File: src/rtl/instr_fetch.sv
// Instruction fetch: one outstanding memory request feeding a registered prefetch queue.
// Optional redirect counter output enabled by `define INSTR_FETCH_REDIRECT_CNT_EN.
module instr_fetch #(
    parameter logic [31:0] RESET_PC = 32'h0000_0000,
    parameter int          QDEPTH   = 2
) (
    input  logic        clk,
    input  logic        reset,
    input  logic        redirect_valid,
    input  logic [31:0] redirect_pc,
    input  logic        stall,
    output logic        imem_req,
    output logic [31:0] imem_addr,
    input  logic        imem_ready,
    input  logic        imem_rvalid,
    input  logic [31:0] imem_rdata,
    output logic        instr_valid,
    output logic [31:0] instr,
    output logic [31:0] instr_pc,
`ifdef INSTR_FETCH_REDIRECT_CNT_EN
    output logic [31:0] instr_pc_plus_4,
    output logic [31:0] redirect_cnt
`else
    output logic [31:0] instr_pc_plus_4
`endif
);

    localparam int PW = (QDEPTH > 1) ? $clog2(QDEPTH) : 1;
    localparam logic [PW:0]   DEPTH   = (PW+1)'(QDEPTH);
    localparam logic [PW:0]   CNT_ONE = (PW+1)'(1);
    localparam logic [PW-1:0] PTR_ONE = PW'(1);

    typedef enum logic [1:0] {
        S_REQ,
        S_WAIT,
        S_DRAIN
    } state_t;

    state_t        state_q, state_d;
    logic [31:0]   fetch_pc_q, fetch_pc_d;
    logic [31:0]   req_pc_q, req_pc_d;
    logic [PW-1:0] wr_ptr_q, wr_ptr_d;
    logic [PW-1:0] rd_ptr_q, rd_ptr_d;
    logic [PW:0]   count_q, count_d;
    logic [31:0]   q_pc   [QDEPTH];
    logic [31:0]   q_data [QDEPTH];

    logic accept;
    logic push;
    logic pop;

    // Redirect suppresses the request so a dropped fetch never reaches memory.
    assign imem_req = ~reset & ~redirect_valid
                    & (state_q == S_REQ) & (count_q < DEPTH);
    assign imem_addr   = fetch_pc_q;
    assign accept      = imem_req & imem_ready;
    assign instr_valid = (count_q != '0);
    assign pop         = instr_valid & ~stall & ~redirect_valid;

    assign instr           = instr_valid ? q_data[rd_ptr_q] : '0;
    assign instr_pc        = instr_valid ? q_pc[rd_ptr_q] : '0;
    assign instr_pc_plus_4 = instr_valid ? q_pc[rd_ptr_q] + 32'd4 : '0;

    always_comb begin
        state_d    = state_q;
        fetch_pc_d = fetch_pc_q;
        req_pc_d   = req_pc_q;
        wr_ptr_d   = wr_ptr_q;
        rd_ptr_d   = rd_ptr_q;
        count_d    = count_q;
        push       = 1'b0;
        if (redirect_valid) begin
            fetch_pc_d = {redirect_pc[31:2], 2'b00};
            wr_ptr_d   = '0;
            rd_ptr_d   = '0;
            count_d    = '0;
            unique case (state_q)
                S_REQ:   state_d = S_REQ;
                S_WAIT:  state_d = imem_rvalid ? S_REQ : S_DRAIN;
                S_DRAIN: state_d = imem_rvalid ? S_REQ : S_DRAIN;
                default: state_d = S_REQ;
            endcase
        end else begin
            unique case (state_q)
                S_REQ: begin
                    if (accept) begin
                        state_d    = S_WAIT;
                        req_pc_d   = fetch_pc_q;
                        fetch_pc_d = fetch_pc_q + 32'd4;
                    end
                end
                S_WAIT: begin
                    if (imem_rvalid) begin
                        push    = 1'b1;
                        state_d = S_REQ;
                    end
                end
                S_DRAIN: begin
                    if (imem_rvalid) state_d = S_REQ;
                end
                default: state_d = S_REQ;
            endcase
            if (push) wr_ptr_d = wr_ptr_q + PTR_ONE;
            if (pop)  rd_ptr_d = rd_ptr_q + PTR_ONE;
            unique case ({push, pop})
                2'b10:   count_d = count_q + CNT_ONE;
                2'b01:   count_d = count_q - CNT_ONE;
                default: count_d = count_q;
            endcase
        end
    end

    always_ff @(posedge clk) begin
        if (reset) begin
            state_q    <= S_REQ;
            fetch_pc_q <= RESET_PC;
            req_pc_q   <= RESET_PC;
            wr_ptr_q   <= '0;
            rd_ptr_q   <= '0;
            count_q    <= '0;
        end else begin
            state_q    <= state_d;
            fetch_pc_q <= fetch_pc_d;
            req_pc_q   <= req_pc_d;
            wr_ptr_q   <= wr_ptr_d;
            rd_ptr_q   <= rd_ptr_d;
            count_q    <= count_d;
        end
    end

    // Storage needs no reset: entries are only visible below count_q.
    always_ff @(posedge clk) begin
        if (push & ~reset) begin
            q_pc[wr_ptr_q]   <= req_pc_q;
            q_data[wr_ptr_q] <= imem_rdata;
        end
    end

`ifdef INSTR_FETCH_REDIRECT_CNT_EN
    always_ff @(posedge clk) begin
        if (reset) begin
            redirect_cnt <= '0;
        end else if (redirect_valid) begin
            redirect_cnt <= redirect_cnt + 32'd1;
        end
    end
`endif

endmodule

File: config.mk
export PLATFORM = sky130hd
export DESIGN_NAME = instr_fetch
export DESIGN_NICKNAME = d
export VERILOG_FILES = /design/src/rtl/instr_fetch.sv
export SDC_FILE = /design/constraint.sdc
export NUM_CORES = 1
export LEC_CHECK = 0
export BUFFER_PORTS_ARGS = -buffer_cell sky130_fd_sc_hd__buf_4
export CORE_UTILIZATION = 34
export CTS_CLUSTER_SIZE = 8
export DETAILED_ROUTE_END_ITERATION = 6
export SYNTH_ARGS = -nofsm -noshare
export SYNTH_HDL_FRONTEND = slang
export SYNTH_SLANG_ARGS = --single-unit
File: constraint.sdc
create_clock -name clk -period 17.75 [get_ports clk]
set_input_delay 3.55 -clock clk [delete_from_list [all_inputs] [get_ports clk]]
set_output_delay 3.55 -clock clk [all_outputs]
set_load 0.1 [all_outputs]
## Word level (Yosys, flattened, before mapping)

Memory sizes are Yosys's and may differ from the RTL's. A register that Yosys moved wholly into a read port is not among the register bits.
Index checks and enable logic that the tools add are counted.

- Flip-flop bits (word level): 70
- Memory bits (writable): 128
- Output and inout port bits: 130
- Word-level logic and storage cells: 66
- Memories: 2

- Add/sub/neg operators: 6
- Magnitude comparators: 1
- Equal/unequal tests: 6
- Muxes and demuxes: 23
- Bitwise operators: 10
- Reductions and logical operators: 11

Memories:

| memory | depth | width | read ports | clocked after Yosys merged registers in | write ports | line | RTL |
|---|---|---|---|---|---|---|---|
| q_data | 2 | 32 | 1 | 1 | 1 | 46 | `logic [31:0] q_data [QDEPTH];` |
| q_pc | 2 | 32 | 1 | 1 | 1 | 45 | `logic [31:0] q_pc [QDEPTH];` |

Operator list:

| kind | count |
|---|---|
| 2-to-1 mux 32 bit | 6 |
| adder 32 x 3 -> 32 bit (second input constant) | 2 |
| 2-to-1 mux 1 bit | 10 |
| 2-to-1 mux 2 bit | 5 |
| case mux 2 bit (2 select lines) | 2 |
| nonzero test 2 bit | 4 |
| bitwise AND 1 bit | 7 |
| AND reduction 2 bit | 3 |
| equality test 2 x 1 -> 1 bit (second input constant) | 2 |
| equality test 2 bit (second input constant) | 2 |
| OR reduction 2 bit | 2 |
| != test 3 x 1 -> 1 bit (second input constant) | 1 |
| != test 3 bit (second input constant) | 1 |
| inverter 1 bit | 3 |
| AND reduction 3 bit | 1 |
| adder 1 bit (second input constant) | 2 |
| adder 2 x 1 -> 2 bit (second input constant) | 1 |
| logical NOT 2 bit | 1 |
| < comparator 2 bit (second input constant) | 1 |
| subtractor 2 x 1 -> 2 bit (second input constant) | 1 |

## Longest topological paths before layout

Gate-level depths: netlist of run 1.

- Word-level depth: 8
- Gate-level depth with buffers: 12

## Worst setup path before layout of run 1

No wires, ideal clock.

- Path kind: input to register
- From: input redirect_valid
- To: memory q_data[0][0] (enable)
- Setup time: 0.558 ns
- Arrival: 8.419 ns
- Required time: 17.192 ns
- Path slack: 8.773 ns
- Cell stages on the path: 4
- Buffers on the path: 1
- Cells stage by stage: inv_1 > clkbuf_1 > nand2_1 > nor3_1

- Word-level cells in the longest chain between the ends: 4

RTL lines:

| what | line | RTL |
|---|---|---|
| start: declaration | 9 | `input logic redirect_valid,` |
| 2-to-1 mux 1 bit | 72 | `if (redirect_valid) begin` |
| bitwise AND 1 bit | 133 | `if (push & ~reset) begin` |
| 2-to-1 mux 1 bit | 133 |  |
| 2-to-1 mux 1 bit (not written as such) | 135 | `q_data[wr_ptr_q] <= imem_rdata;` |
| end: declaration | 46 |  |

Every way passes these cells.

## Worst setup path after layout of run 1

- From: input reset
- To: output imem_req

- Word-level cells in the longest chain between the ends: 4

RTL lines:

| what | line | RTL |
|---|---|---|
| start: declaration | 8 | `input logic reset,` |
| inverter 1 bit | 53 | `assign imem_req = ~reset & ~redirect_valid` |
| bitwise AND 1 bit | 53 |  |
| bitwise AND 1 bit (2 in series) | 54 | `& (state_q == S_REQ) & (count_q < DEPTH);` |
| end: declaration | 12 | `output logic imem_req,` |

Every way passes these cells.

==> run metrics, run 1 <==
Antenna Cells=0; EDFF count, synth=124; Netlist Area Pre-Place=8706 sq um; Congestion Overflow GR=0; clock sink count=191; adder-cell share of the synthesized area=0.007186; Place WS=9.333 ns; die width=162.0 microns; FFs w/ async S/R, synth=0; CTS clk-pin slew, worst paths=0.07 ns; area leader, netlist=edfxtp_1; crit path max fanout=62; die area=26250 sq um; Pins Over Slew Limit=0; sequential fraction of design power=0.518; Critical Path Sink Type=primary output; CP Class=primary input to primary output; hold slack final=between 0.4 and 0.5 ns; DR vias/cell=roughly 5.0; Final Cell Area=between 10000 and 15000 sq um; Int Pwr=roughly 0.69 mW; mux share of post-synthesis cell area=0.07976; Synth Area in Compound Gates=0.09773; pwr dens=85.60 nW/um^2; Remaining DRCs=0; WP data arrival=between 4 and 5 ns; post-CTS setup buffers=0; largest family of logic cells by synthesized area=simple AND/OR/NAND/NOR gates; # resized after CTS=0; final worst slack=approximately 9.3 ns; Die H=162.0 microns; clk_skew=0.01855 ns; max cap viols=0; Hold Crit Class=flip-flop to flip-flop; dpl hpwl=about 15000 microns; via count=6655; Crit path required time=14.20 ns; CTS Root Cell=clkbuf_16; vias in the first global route=6168; total CTS buffers=17; Synth warnings=0; dominant cells by area after synthesis=edfxtp_1, dfxtp_1, mux2i_1; Post-Syn Instances=around 820; count of hold-fix buffers inserted at cts=0; top-count cell post-synth=edfxtp_1; GP Congestion=just under 0.8; routed length per placed instance=16.39 microns; Post-Synth Simple-Gate Area=0.1756; P&R area growth vs syn=25.81%; Setup TNS Final=0 ns; initial core utilization=0.3457; Final min period=8.423 ns; Starting DRT DRC Count=450; final-report setup violation count=0; hold depth=0; Top FF cell, synth=edfxtp_1; Yosys reg bits=roughly 190; Pre-antenna DRT Iters=6; Max H-tree Level=4; Total Wirelength=21710 microns; clock tree buffer depth=2; largest net degree at the start of global routing=77; Synth top area share=0.4277; RSZ-0062 raised after global routing=false; share of layout cells above drive strength 1=0.2543; number of placed instances, taps included=1293; leakage power=~4 nW; synth unique cells=slightly above 60; Clock Power Share=0.390; switching pwr=0.2497 mW; Gate power share=0.092; most frequent cells after synthesis=edfxtp_1, nand2_1, nor2_1; Peak Freq=118.7 MHz; placed instance area=10390 sq um; CTS tree=built; Final #Nets=1057; status=completed; first-pass GRT wire length=34090 microns; Clk Latency, worst-skew pair=around 0.43 ns; mean post-synth cell area=10.68 sq um; Ports=200; initial antenna violation count=0; Rel. slew slack=0.3525; post-synthesis sequential area ratio=0.5818; worst slew pin tran=0.9712 ns; maximum VDD drop=49.44 uV; placeable core area=25180 sq um; Final Hold Vio Count=0; R2R depth=7; Net Sw Frac=0.2663; Startpoint Class=primary input; overall power=0.9376 mW; Final ANT Viol Nets=0; fin util=0.4350; # port buffers=approximately 190; fin crit share=0.4745; Rows=58; Overall Global Routing Usage=0.1670; XOR/XNOR Fraction of Synth Area=0.02314; fill count=2447; Layout Cells excl Fill=approximately 1300
==> worst max-delay path, stage by stage <==
cell	delay [ns]
buf_4	0.30
nor4b_4	0.59
buf_4	0.40
==> cells in the final DEF, fill, tap and decap left out, types with 4 or more instances in the layout <==
cell type and count:
inv_8 4, and4_1 4, nor2_1 90, conb_1 6
clkbuf_16 17, mux2_2 11, ha_1 5, nand4_1 20
a211oi_1 6, edfxtp_1 124, o31ai_1 7, mux2i_1 57
nand3_1 21, a22oi_1 6, and2_1 14, nor3_1 13
nand3b_1 4, nand2_1 116, o311ai_0 4, inv_6 4
and3_1 7, a21oi_1 64, o31a_1 4, nor4_1 11
or3_1 5, xnor2_1 17, inv_1 11, o21ai_0 17
xor2_1 6, a31oi_1 7, buf_4 198, dfxtp_1 66
==> worst paths after layout <==
kind | startpoint | to | slack [ns]
setup / recovery | reset | imem_req | 9.33
hold / removal | req_pc_q[30] | q_pc[0][30] | 0.46
setup reg to reg | state_q[0] | imem_addr[29] | 14.80
hold reg to reg | req_pc_q[30] | q_pc[0][30] | 0.46
==> state kept, by name (all words and copies together) (netlist names), named ones only <==
signal     cells
wr_ptr_q       1
q_pc          60
state_q        2
count_q        2
rd_ptr_q       1
q_data        64
imem_addr     30
req_pc_q      30
==> final cells by class <==
class                   count  area [sq um]  area share
inverters                  12         45.04    0.004112
clock inverters            14         122.6     0.01119
multi-input cells         562          3378      0.3084
repair buffers            198          1486      0.1357
well taps                 330         412.9     0.03770
clock buffers              18         439.2     0.04010
flip-flops and latches    191          5069      0.4628
==> metal layers <==
metal	vias up	wire [microns]	part of all wire	global-route usage
li1	3284	-	-	-
met1	3128	10820	0.50	0.2405
met2	231	9114	0.42	0.2466
met3	12	1586	0.073	0.04265
met4	0	191	0.0088	0.04545
met5	-	0	0	0
==> cells by family after synthesis <==
kind of cell | after synthesis
buffers and inverters | 67
AOI/OAI and AO/OA | 137
adders and majority gates | 5
and+or+nand+nor | 323
DFF | 191
other | 1
muxes | 68
xor gates and xnor gates | 23
==> power groups by stage <==
stage,combinational [mW],sequential [mW],clock [mW]
floorplan,0.0333,0.521,0
CTS,0.0864,0.485,0.376
global placement,0.0856,0.495,0
global route,0.0908,0.486,0.397
detailed placement,0.0861,0.495,0
finish,0.0862,0.485,0.366
(Power assumes the default switching activity.)
==> run 2: changes to the inputs <==
--- a/config.mk
+++ b/config.mk
@@ -5,6 +5,7 @@
 export SDC_FILE = /design/constraint.sdc
 export NUM_CORES = 1
 export LEC_CHECK = 0
+export ABC_AREA = 1
 export BUFFER_PORTS_ARGS = -buffer_cell sky130_fd_sc_hd__buf_4
 export CORE_UTILIZATION = 34
 export CTS_CLUSTER_SIZE = 8
==> constraint.sdc (replaced) <==
create_clock -name clk -period 6.9 [get_ports clk]
set_input_delay 1.38 -clock clk [delete_from_list [all_inputs] [get_ports clk]]
set_output_delay 1.38 -clock clk [all_outputs]
set_load 0.1 [all_outputs]
==> run metrics, run 2 <==
Remaining DRCs=0 (unchanged); vias in the first global route=7324 (was 6168); Netlist Area Pre-Place=9542 sq um (was 8706 sq um); clock sink count=191 (unchanged); most frequent cells after synthesis=nand2_1, nor2_1, inv_1 (was edfxtp_1, nand2_1, nor2_1); CP Class=flip-flop to primary output (was primary input to primary output); mean post-synth cell area=7.951 sq um (was 10.68 sq um); Clock Power Share=0.398 (was 0.390); EDFF count, synth=124 (unchanged); share of layout cells above drive strength 1=0.1949 (was 0.2543); top-count cell post-synth=nand2_1 (was edfxtp_1); Total Wirelength=25810 microns (was 21710 microns); Die H=169.5 microns (was 162.0 microns); Crit path required time=5.52 ns (was 14.20 ns); Final min period=4.968 ns; synth unique cells=39 (was 61); post-synthesis sequential area ratio=0.5308 (was 0.5818); Synth top area share=0.3902 (was 0.4277); routed length per placed instance=14.73 microns (was 16.39 microns); Critical Path Sink Type=primary output (unchanged); # resized after CTS=0 (unchanged); first-pass GRT wire length=39760 microns (was 34090 microns); placeable core area=27250 sq um (was 25180 sq um); clk_skew=0.01303 ns (was 0.01855 ns); die area=28740 sq um (was 26250 sq um); crit path max fanout=48 (was 62); Congestion Overflow GR=0 (unchanged); commonest non-fill, non-tap cell in the layout=nand2_1 (was buf_4); Max H-tree Level=4 (unchanged); initial core utilization=0.3501 (was 0.3457); dominant cells by area after synthesis=edfxtp_1, nand2_1, dfxtp_1 (was edfxtp_1, dfxtp_1, mux2i_1); Clk Latency, worst-skew pair=0.43 ns (about the same); biggest regs=q_data (64), q_pc (60) (unchanged); Starting DRT DRC Count=592 (was 450); largest net degree at the start of global routing=68 (was 77); Overall Global Routing Usage=0.1795 (was 0.1670); Peak Freq=201.3 MHz; commonest non-fill, non-tap cells in the layout=nand2_1, buf_4, nor2_1 (was buf_4, edfxtp_1, nand2_1); Final ANT Viol Nets=0 (unchanged); WP data arrival=3.59 ns (was 4.87 ns); final-report setup violation count=0 (unchanged); Final #Nets=1442 (was 1057); R2R setup slack=4.01 ns (was 14.80 ns); fin crit share=0.7199; pwr dens=212.7 nW/um^2 (was 85.60 nW/um^2); FFs w/ async S/R, synth=0 (unchanged); initial antenna violation count=0 (unchanged); Gate power share=0.101 (was 0.092); met2 usage=0.2677 (was 0.2466); post-CTS setup buffers=0 (unchanged); Rel. slew slack=0.4209 (was 0.3525); maximum VDD drop=156.8 uV (was 49.44 uV); hold depth=0 (unchanged); Hold Crit Class=flip-flop to flip-flop (unchanged); Yosys reg bits=191 (unchanged); worst slew pin tran=0.8687 ns (was 0.9712 ns); DR vias/cell=4.642 (was 5.023); GP Congestion=0.9179 (was 0.7895); total CTS buffers=17 (unchanged); gr busiest metal=met2 (unchanged); area leader, netlist=edfxtp_1 (unchanged); Post-Syn Instances=1200 (was 815); Startpoint Class=flip-flop (was primary input); Ports=200 (unchanged); # port buffers=191 (unchanged); status=completed (unchanged); dpl hpwl=18160 microns (was 14830 microns); Top FF cell, synth=edfxtp_1 (unchanged); Net Sw Frac=0.2855 (was 0.2663); Int Pwr=1.797 mW (was 0.6879 mW); Largest Register=q_data (unchanged); Setup TNS Final=0 ns (unchanged); via count=8132 (was 6655); M1 GR Usage=0.2635 (was 0.2405); met3 usage in global routing=0.03755 (was 0.04265); CTS clk-pin slew, worst paths=0.07 ns (about the same); max cap viols=0 (unchanged); Synth warnings=0 (unchanged); Pins Over Slew Limit=0 (unchanged); Largest register FFs=64 (unchanged); fin util=0.4339 (was 0.4350); clock tree buffer depth=2 (unchanged); Rows=60 (was 58); P&R area growth vs syn=23.93% (was 25.81%); sequential fraction of design power=0.501 (was 0.518); die width=169.5 microns (was 162.0 microns); switching pwr=0.7178 mW (was 0.2497 mW); count of hold-fix buffers inserted at cts=0 (unchanged); RSZ-0062 raised after global routing=false (unchanged); CTS Root Cell=clkbuf_16 (unchanged); Antenna Cells=0 (unchanged); leakage power=5.002 nW (was 3.908 nW); CTS tree=built (unchanged); Final Hold Vio Count=0 (unchanged); Pre-antenna DRT Iters=5 (was 6); R2R depth=14 (was 7)
[run 2: power by group through the flow]
stage	Sequential, mW	Combinational (mW)	Clock, mW
global route	1.26	0.271	1.06
finish	1.26	0.255	1.00
CTS	1.26	0.256	1.02
floorplan	1.35	0.107	0
detailed placement	1.28	0.255	0
global placement	1.28	0.252	0
[run 2: area by class of cell]
class / count / area [sq um]
Fill cell: 2741 / 15430
Sequential cell: 191 / 5066
Multi-Input combinational cell: 825 / 3696
Timing Repair Buffer: 196 / 1471
Inverter: 136 / 515.5
Tap cell: 372 / 465.4
Clock buffer: 17 / 425.4
Clock inverter: 15 / 185.2
[run 2: metrics by stage]
stage | hold slack, ns | std cells | setup slack [ns] | cell area (sq um) | power, mW
global placement | 0.4335 | 1720 | 2.059 | 11210 | 1.536
finish | 0.4530 | 1752 | 1.932 | 11830 | 2.515
global route | 0.4650 | 1752 | 1.567 | 11830 | 2.595
CTS | 0.4562 | 1752 | 1.852 | 11830 | 2.534
floorplan | 0.4203 | 1205 | 0.08390 | 9560 | 1.461
detailed placement | 0.4370 | 1720 | 2.058 | 11210 | 1.539
[run 2: path summary, 6_finish.rpt]
kind / startpoint / endpoint
worst min register to register: req_pc_q[31] / q_pc[1][31]
worst max register to register: state_q[0] / imem_addr[20]
worst max-delay path: flip-flop / instr_pc_plus_4[18]
worst min-delay path: req_pc_q[31] / q_pc[1][31]
[run 2: critical path, cell delays in order (launching register included)]
cell and delay (ns):
dfxtp_2 0.80, buf_4 0.57, nand2_1 0.16, nand2_2 0.15, ha_1 0.20, nand2_1 0.12
nor2_1 0.24, nand3_2 0.17, nor2_4 0.18, o21ai_1 0.08, o21ai_1 0.17, inv_1 0.07
buf_4 0.23
[run 2: metal layers]
metal  share of wire  vias to the layer above
li1                -                     4196
met1            0.49                     3651
met2            0.42                      270
met3           0.072                       15
met4          0.0098                        0
met5               0                        -
[run 2: cells by family (layout without fill, tap and decap cells)]
logic type | after synthesis | after routing | synth area share
mux | 1 | 1 | 0.001049
fa+ha+maj | 5 | 5 | 0.006557
simple gates | 645 | 645 | 0.2790
compound gates | 160 | 160 | 0.08891
other cells | 1 | 6 | 0.0003930
buf+inv | 189 | 364 | 0.08589
flops | 191 | 191 | 0.5308
xor+xnor | 8 | 8 | 0.007344
